[config.mk]
export PLATFORM = sky130hd
export DESIGN_NAME = operand_forward_stage
export DESIGN_NICKNAME = d
export VERILOG_FILES = /design/src/rtl/operand_forward_stage.sv
export SDC_FILE = /design/constraint.sdc
export NUM_CORES = 1
export LEC_CHECK = 0
export CAP_MARGIN = 20
export CORE_ASPECT_RATIO = 2
export CORE_MARGIN = 2
export CORE_UTILIZATION = 43
export DETAILED_ROUTE_END_ITERATION = 8
export PLACE_DENSITY = 0.87
export SLEW_MARGIN = 10
export SYNTH_ARGS = -nofsm -noshare
export SYNTH_HDL_FRONTEND = slang
export SYNTH_SLANG_ARGS = --single-unit
[constraint.sdc]
create_clock -name clk -period 4.9 [get_ports clk]
set_input_delay 0.735 -clock clk [delete_from_list [all_inputs] [get_ports clk]]
set_output_delay 0.735 -clock clk [all_outputs]
set_load 0.02 [all_outputs]
[src/rtl/operand_forward_stage.sv]
// ID/EX pipeline stage: captures decode fields and register-file data into the
// EX register, forwards MEM/WB results onto the EX operands, and detects
// load-use hazards. On a load-use hazard it stalls ID and inserts one bubble.
module operand_forward_stage #(
  parameter int unsigned XLEN  = 32,
  parameter int unsigned PC_W  = 32,
  parameter int unsigned CNT_W = 16
) (
  input  logic             clk,
  input  logic             rst,
  // ID stage
  input  logic             id_valid,
  input  logic [4:0]       id_rs1,
  input  logic [4:0]       id_rs2,
  input  logic [4:0]       id_rd,
  input  logic             id_regWrite,
  input  logic             id_memRead,
  input  logic [PC_W-1:0]  id_pc,
  input  logic [XLEN-1:0]  rf_data1,
  input  logic [XLEN-1:0]  rf_data2,
  input  logic             flush,
  // MEM stage
  input  logic [4:0]       mem_rd,
  input  logic             mem_regWrite,
  input  logic [XLEN-1:0]  mem_result,
  // WB stage
  input  logic [4:0]       wb_rd,
  input  logic             wb_regWrite,
  input  logic [XLEN-1:0]  wb_data,
  // Hazard / EX outputs
  output logic             stall_id,
  output logic             ex_valid,
  output logic [4:0]       ex_rd,
  output logic             ex_regWrite,
  output logic             ex_memRead,
  output logic [PC_W-1:0]  ex_pc,
  output logic [XLEN-1:0]  ex_op1,
  output logic [XLEN-1:0]  ex_op2,
  output logic [CNT_W-1:0] stall_count
);

  typedef enum logic [1:0] {
    FwdRf,
    FwdMem,
    FwdWb
  } fwd_sel_e;

  localparam logic [CNT_W-1:0] CntMax = '1;

  // EX pipeline register
  logic             ex_valid_q;
  logic [4:0]       ex_rd_q;
  logic             ex_regwrite_q;
  logic             ex_memread_q;
  logic [PC_W-1:0]  ex_pc_q;
  logic [4:0]       ex_rs1_q;
  logic [4:0]       ex_rs2_q;
  logic [XLEN-1:0]  ex_data1_q;
  logic [XLEN-1:0]  ex_data2_q;
  logic [CNT_W-1:0] stall_count_q;

  logic             load_use;
  logic             bubble;
  logic             count_en;
  fwd_sel_e         fwd1_sel;
  fwd_sel_e         fwd2_sel;

  // Load-use hazard: the load in EX produces rd only after MEM, too late for
  // the instruction in ID, so hold ID for one cycle. Independent of flush.
  always_comb begin
    load_use = 1'b0;
    if (ex_valid_q && ex_memread_q && (ex_rd_q != 5'd0) && id_valid) begin
      load_use = (id_rs1 == ex_rd_q) || (id_rs2 == ex_rd_q);
    end
  end

  assign stall_id = load_use;

  // Flush and stall both turn the next EX slot into a bubble; only a stall
  // that is not overridden by a flush is counted.
  always_comb begin
    bubble   = flush || load_use;
    count_en = load_use && !flush && (stall_count_q != CntMax);
  end

  // EX register capture; bubbles only clear the control bits
  always_ff @(posedge clk or posedge rst) begin
    if (rst) begin
      ex_valid_q    <= 1'b0;
      ex_rd_q       <= 5'd0;
      ex_regwrite_q <= 1'b0;
      ex_memread_q  <= 1'b0;
      ex_pc_q       <= '0;
      ex_rs1_q      <= 5'd0;
      ex_rs2_q      <= 5'd0;
      ex_data1_q    <= '0;
      ex_data2_q    <= '0;
    end else if (bubble) begin
      ex_valid_q    <= 1'b0;
      ex_regwrite_q <= 1'b0;
      ex_memread_q  <= 1'b0;
    end else begin
      ex_valid_q    <= id_valid;
      ex_rd_q       <= id_rd;
      ex_regwrite_q <= id_valid && id_regWrite;
      ex_memread_q  <= id_valid && id_memRead;
      ex_pc_q       <= id_pc;
      ex_rs1_q      <= id_rs1;
      ex_rs2_q      <= id_rs2;
      ex_data1_q    <= rf_data1;
      ex_data2_q    <= rf_data2;
    end
  end

  // Saturating load-use stall counter
  always_ff @(posedge clk or posedge rst) begin
    if (rst) begin
      stall_count_q <= '0;
    end else if (count_en) begin
      stall_count_q <= stall_count_q + 1'b1;
    end
  end

  // Operand 1 source select: MEM is younger than WB so it wins; x0 never forwards
  always_comb begin
    fwd1_sel = FwdRf;
    if (mem_regWrite && (mem_rd != 5'd0) && (mem_rd == ex_rs1_q)) begin
      fwd1_sel = FwdMem;
    end else if (wb_regWrite && (wb_rd != 5'd0) && (wb_rd == ex_rs1_q)) begin
      fwd1_sel = FwdWb;
    end
  end

  // Operand 2 source select, same priority as operand 1
  always_comb begin
    fwd2_sel = FwdRf;
    if (mem_regWrite && (mem_rd != 5'd0) && (mem_rd == ex_rs2_q)) begin
      fwd2_sel = FwdMem;
    end else if (wb_regWrite && (wb_rd != 5'd0) && (wb_rd == ex_rs2_q)) begin
      fwd2_sel = FwdWb;
    end
  end

  // Operand 1 mux
  always_comb begin
    ex_op1 = ex_data1_q;
    unique case (fwd1_sel)
      FwdMem:  ex_op1 = mem_result;
      FwdWb:   ex_op1 = wb_data;
      default: ex_op1 = ex_data1_q;
    endcase
  end

  // Operand 2 mux
  always_comb begin
    ex_op2 = ex_data2_q;
    unique case (fwd2_sel)
      FwdMem:  ex_op2 = mem_result;
      FwdWb:   ex_op2 = wb_data;
      default: ex_op2 = ex_data2_q;
    endcase
  end

  assign ex_valid    = ex_valid_q;
  assign ex_rd       = ex_rd_q;
  assign ex_regWrite = ex_regwrite_q;
  assign ex_memRead  = ex_memread_q;
  assign ex_pc       = ex_pc_q;
  assign stall_count = stall_count_q;

endmodule
==> flow_metrics.py, run 1 <==
metrics = {
    "power": {
        "power_switching_w": 0.000912,
        "p_int_w": 0.00251,
        "power_w": 0.00343,
        "clock_power_share_pct": 37.8,
        "p_leak_nw": 4.63,
        "switching_share_pct": 26.6,
        "ir_drop_mv": 0.214,
        "combPwrFrac_pct": 25.9,
        "seqPwrFrac_pct": 36.3,
        "power_density_nw_per_um2": 313,
    },
    "routing": {
        "drc": 0,
        "viasPerCell": 5.48,
        "wirelength_um": 22800,
        "dr.pass1.iters": 4,
        "detail-route-antenna-nets": 0,
        "vias": 5803,
        "post_drt_wl_per_cell_um": 21.5,
        "drtIter0Drc": 206,
    },
    "job": {
        "max-cap-violations": 0,
    },
    "grt": {
        "grt_pass1_vias": 6176,
        "track_usage_pct": 25.6,
        "antenna_found_initial": 3,
        "grt_max_degree": 63,
        "gr-total-overflow": 0,
        "grt_first_pass_wirelength_um": 34000,
    },
    "synthesis": {
        "avgSynthCellArea_sq_um": 13.3,
        "synth_edf_count": 0,
        "ys_seq_elements": 130,
        "synth_area_sq_um": 7080,
        "synth_nets": 725,
        "synth_cells": 531,
        "synth_seq_area_share_pct": 45.9,
        "synth_cell_types": 32,
        "ys.flop_type": "dfrtp_1",
        "async_flop_share_pct": 100,
        "synth_warnings": 0,
    },
    "layout": {
        "final_common_cell": "clkdlybuf4s50_1",
        "fillers": 1242,
        "diodes": 0,
        "regArea_sq_um": 3250,
        "syn2layout_area_growth_pct": 54.7,
        "multiInputGateArea_sq_um": 3580,
        "layout_common_cells": "313 x clkdlybuf4s50_1, 130 x dfrtp_1, 90 x mux2_4",
        "nets": 1036,
        "layout-drive-gt1-share_pct": 19.3,
    },
    "sta": {
        "slew_headroom_pct": 40.1,
        "clock-skew-final_ps": 9.89,
        "maxSlewViolCount": 0,
        "fin_crit_sh_pct": 94.0,
        "hold_viol_final": 0,
        "setup_viol": 0,
        "rsz0062_at_grt": "false",
        "clock.fmax_mhz": 217,
        "tightest_slew_ps": 897,
        "min_period_ps": 4610,
        "setup_tns_ps": 0,
    },
    "setup_path": {
        "endpoint_kind": "output pin",
        "required_ps": 4160,
        "cp_max_fo": 33,
        "worstSetupStartpointType": "input port",
        "path_class": "input port to output pin",
        "worst_path_max_delay_cell": "clkdlybuf4s50_1",
        "slowest_delay_ps": 590,
        "path_cells": "clkdlybuf4s50_1 > or4_1 > o21ai_0 > buf_4 > nor4_4 > buf_4 > nor2_4 > buf_4 > a221o_1 > clkdlybuf4s50_1",
        "arrival_ps": 3870,
        "cp_common_cell": "buf_4",
    },
    "cts": {
        "clockBufferDepth": 2,
        "ctsHoldBuffers": 0,
        "clk_pin_slew_ps": 60,
        "cts_tree": "yes",
        "cts_made_buffers": 17,
        "root_buffer": "clkbuf_16",
        "insertion_delay_ps": 410,
        "htree_levels": 4,
        "numClockSinks": 130,
    },
    "floorplanning": {
        "rows": 66,
        "core_area_sq_um": 16200,
        "initial_core_util_pct": 43.7,
        "die_w_um": 94.7,
        "ios": 314,
        "dieArea_sq_um": 17600,
        "chipHeight_um": 185,
    },
    "place": {
        "place_hpwl_um": 16800,
        "gp_congestion": 0.901,
        "io_buffers": 313,
    },
    "worst_hold_path": {
        "hp-class": "register to register",
    },
    "status": {
        "outcome": "complete, no violations",
    },
}
per-layer routing:
layer | wire length, um | vias up | track usage, %
met5 | 37 | - | 0
met4 | 1140 | 6 | 13.0
met3 | 1860 | 66 | 9.39
met2 | 11700 | 286 | 43.3
met1 | 8040 | 2840 | 27.5
li1 | - | 2605 | -
synth_stat cells, types with 2 or more instances:
cell      instances  area (sq um)
nor2_1            7          26.3
nand3_1          22           110
and2_1           66           413
dfrtp_1         130          3250
o21ai_0           3          15.0
xnor2_1          34           298
nand4_1           8          50.1
xor2_1           10          87.6
or4_1             3          22.5
a221o_1          64           641
mux2_2           23           259
nor4_2            2          25.0
nor3_1            7          35.0
and3_1            3          18.8
nor4_1            3          18.8
buf_2            14          70.1
nand2_1           4          15.0
mux2_4           90          1350
clkbuf_1         10          37.5
buf_12           10           200
a21oi_1           2          10.0
inv_1             3          11.3
and3b_1           2          17.5
nor2b_1           3          18.8
final timing paths:
path,startpoint,to,slack (ps),depth (start not counted)
min in group asynchronous,rst,ex_valid,760,2
max in group asynchronous,rst,ex_rs2_q[4],3190,3
hold reg to reg,ex_pc[18],ex_pc[18],500,1
setup reg to reg,ex_rd[4],ex_data2_q[8],1800,6
hold / removal,ex_pc[18],ex_pc[18],500,1
setup / recovery,mem_rd[3],ex_op2[1],290,10
registers in the layout, summed over array words and instances (netlist names), 5 cells and up:
register	count
ex_rd	5
stall_count	16
ex_pc	32
ex_rs1_q	5
ex_data1_q	32
ex_rs2_q	5
ex_data2_q	32
worst max-delay path: cells and delay by family:
kind,cells,cell delay [ps]
buf+inv,5,2000
simple gates,3,660
compound gates,2,440
power by group through the flow:
stage	sequential [W]	combinational, W	clock (W)
3_5_place_dp	0.00126	0.000884	0
4_1_cts	0.00124	0.000889	0.00133
2_1_floorplan	0.00128	0.000431	0
6_report	0.00124	0.000887	0.00130
3_3_place_gp	0.00126	0.000871	0
5_1_grt	0.00125	0.000936	0.00138
metrics by stage:
| step | area, sq um | util [%] | instances | hold slack (ps) | setup WS, ps |
|---|---|---|---|---|---|
| finish | 11000 | 67.7 | 1059 | 503 | 294 |
| global route | 11000 | 67.7 | 1059 | 524 | 126 |
| CTS | 10900 | 67.5 | 1058 | 509 | 231 |
| detailed placement | 10300 | 63.8 | 1026 | 493 | 239 |
| global placement | 10300 | 63.8 | 1026 | 487 | 272 |
| floorplan | 7080 | - | 531 | 482 | 696 |
repair_timing:
action / in CTS / in global routing
gates resized for setup: 0 / 2
setup buffers: 0 / 0
setup endpoints to repair: 0 / 3
kinds of logic after synthesis:
family	after synthesis	share of synthesized area (%)
and+or+nand+nor	133	11.2
DFF	130	45.9
muxes	113	22.7
AOI/OAI and AO/OA	73	9.98
xor gates and xnor gates	44	5.44
buffers and inverters	37	4.51
adders and majority gates	1	0.177
cell type report:
type | instances | share of cell area [%]
Clock buffer | 20 | 4.08
Multi-Input combinational cell | 365 | 32.6
Timing Repair Buffer | 325 | 29.7
Tap cell | 204 | 2.33
Clock inverter | 12 | 1.44
Sequential cell | 130 | 29.7
Inverter | 3 | 0.149
(Power assumes the default switching activity.)
==> inputs of run 2 (changes only) <==
- CORE_UTILIZATION: 43 -> 44
- CTS_BUF_LIST: not set -> sky130_fd_sc_hd__clkbuf_8
- PLACE_DENSITY: 0.87 -> 0.89
==> run 2 against run 1 <==
Via count is 0.28% lower. Cell count is 0.19% lower. Flip-flop and latch count stayed put. Clock-buffer cell count is 1 lower. Clock skew is 1.8 ps lower. Critical path depth is 1 lower. Die area is 2.2% lower. First-iteration DRC count is 11% higher. Total power is 8.1% lower. Sequential share of layout area is 0.53 points higher. Global-route usage is 0.13 points higher.
==> flow_metrics.py, run 2 (synthesis gave the netlist of run 1 again) <==
metrics = {
    "status": {
        "outcome": "complete, no violations",
    },
    "grt": {
        "grt_max_degree": 105,
        "grt_pass1_vias": 6212,
        "antenna_found_initial": 2,
        "grt_first_pass_wirelength_um": 33800,
        "track_usage_pct": 25.7,
        "gr-total-overflow": 0,
    },
    "setup_path": {
        "ff2ff_path_depth": 7,
        "r2r-end": "ex_pc[24]",
        "cp_max_fo": 17,
        "path_cells": "clkdlybuf4s50_1 > or4_1 > o21ai_0 > buf_4 > nor4_4 > nor2_2 > buf_4 > a221o_1 > clkdlybuf4s50_1",
        "r2r_setup_slack_ps": 2190,
        "path_class": "input port to output pin",
        "worst_path_max_delay_cell": "nor4_4",
        "slowest_delay_ps": 580,
        "endpoint_kind": "output pin",
        "worstSetupStartpointType": "input port",
        "r2r_start": "ex_rd[4]",
        "required_ps": 4160,
        "arrival_ps": 3600,
    },
    "floorplanning": {
        "die_w_um": 93.7,
        "chipHeight_um": 183,
        "ios": 314,
        "rows": 65,
        "initial_core_util_pct": 44.9,
        "dieArea_sq_um": 17200,
        "core_area_sq_um": 15800,
    },
    "routing": {
        "drc": 0,
        "drtIter0Drc": 229,
        "dr.pass1.iters": 4,
        "post_drt_wl_per_cell_um": 20.9,
        "vias": 5787,
        "viasPerCell": 5.47,
        "detail-route-antenna-nets": 0,
        "wirelength_um": 22100,
    },
    "layout": {
        "layout_common_cells": "313 x clkdlybuf4s50_1, 130 x dfrtp_1, 90 x mux2_4",
        "final_common_cell": "clkdlybuf4s50_1",
        "layout-drive-gt1-share_pct": 19.3,
        "nets": 1036,
        "fin_util_pct": 68.2,
        "syn2layout_area_growth_pct": 52.0,
    },
    "sta": {
        "min_period_ps": 4340,
        "fin_crit_sh_pct": 88.6,
        "layout_setup_ws_ps": 560,
        "clock.fmax_mhz": 230,
        "setup_viol": 0,
        "rsz0062_at_grt": "false",
        "hold_viol_final": 0,
        "tightest_slew_ps": 929,
        "setup_tns_ps": 0,
        "slew_headroom_pct": 38.1,
        "maxSlewViolCount": 0,
        "clock-skew-final_ps": 8.07,
        "hold-worst-slack_ps": 503,
    },
    "cts": {
        "htree_levels": 4,
        "numClockSinks": 130,
        "clk_pin_slew_ps": 80,
        "clockBufferDepth": 2,
        "cts_resized": 0,
        "insertion_delay_ps": 440,
        "ctsHoldBuffers": 0,
        "cts_made_buffers": 17,
        "cts_tree": "yes",
        "cts_setup_buffers": 0,
        "root_buffer": "clkbuf_8",
    },
    "power": {
        "power_switching_w": 0.000872,
        "p_int_w": 0.00227,
        "power_w": 0.00315,
        "power_density_nw_per_um2": 292,
        "p_leak_nw": 4.55,
        "switching_share_pct": 27.7,
        "ir_drop_mv": 0.244,
        "seqPwrFrac_pct": 39.3,
        "clock_power_share_pct": 32.6,
        "combPwrFrac_pct": 28.1,
    },
    "worst_hold_path": {
        "hp-class": "register to register",
        "worst_hold_path.endpoint": "stall_count[15]",
        "holdPathStages": 1,
        "hp-start": "stall_count[15]",
    },
    "job": {
        "max-cap-violations": 0,
    },
    "place": {
        "place_hpwl_um": 16200,
        "pre_cts_slack_ps": 541,
        "io_buffers": 313,
        "gp_congestion": 0.909,
    },
}
run 2: final cells by class:
type	instances	area, sq um
sequential	130	3250
fill	1161	5020
multi-input combinational	364	3540
tap	201	251
timing repair buffer	326	3260
antenna	1	2.50
inverter	3	16.3
clock buffer	19	262
clock inverter	13	185
run 2: power by group through the flow:
stage	Combinational [W]	Clock, W	Sequential (W)
final	0.000885	0.00102	0.00124
after detailed placement	0.000887	0	0.00126
after global routing	0.000933	0.00109	0.00125
after floorplan	0.000431	0	0.00128
after CTS	0.000892	0.00106	0.00124
after global placement	0.000871	0	0.00125
run 2: how the worst max path moves through the flow:
stage,startpoint,to,depth (start not counted)
after global routing,wb_rd[2],ex_op2[22],8
after global placement,mem_rd[4],ex_op2[23],9
final,mem_rd[3],ex_op2[22],9
after floorplan,rst,ex_data1_q[0],1
after CTS,mem_rd[3],ex_op2[23],9
after detailed placement,mem_rd[1],ex_op2[22],9
run 2: metal layers:
metal | vias to the layer above | share of wire, % | track usage [%]
met5 | - | 0.073 | 0
met4 | 2 | 3.3 | 11.7
met3 | 53 | 8.3 | 8.05
met2 | 299 | 53 | 45.3
met1 | 2837 | 35 | 27.6
li1 | 2596 | - | -
run 2: critical path: cells and delay by family:
family,cells,cell delay (ps)
buffers and inverters,4,1510
AND/OR/NAND/NOR,3,910
AO/OA/AOI/OAI,2,440
run 2: per-stage QoR:
step | cell area (sq um) | instances
after detailed placement | 10300 | 1024
after global routing | 10800 | 1057
after CTS | 10800 | 1056
final | 10800 | 1057
after floorplan | 7080 | 531
after global placement | 10300 | 1024
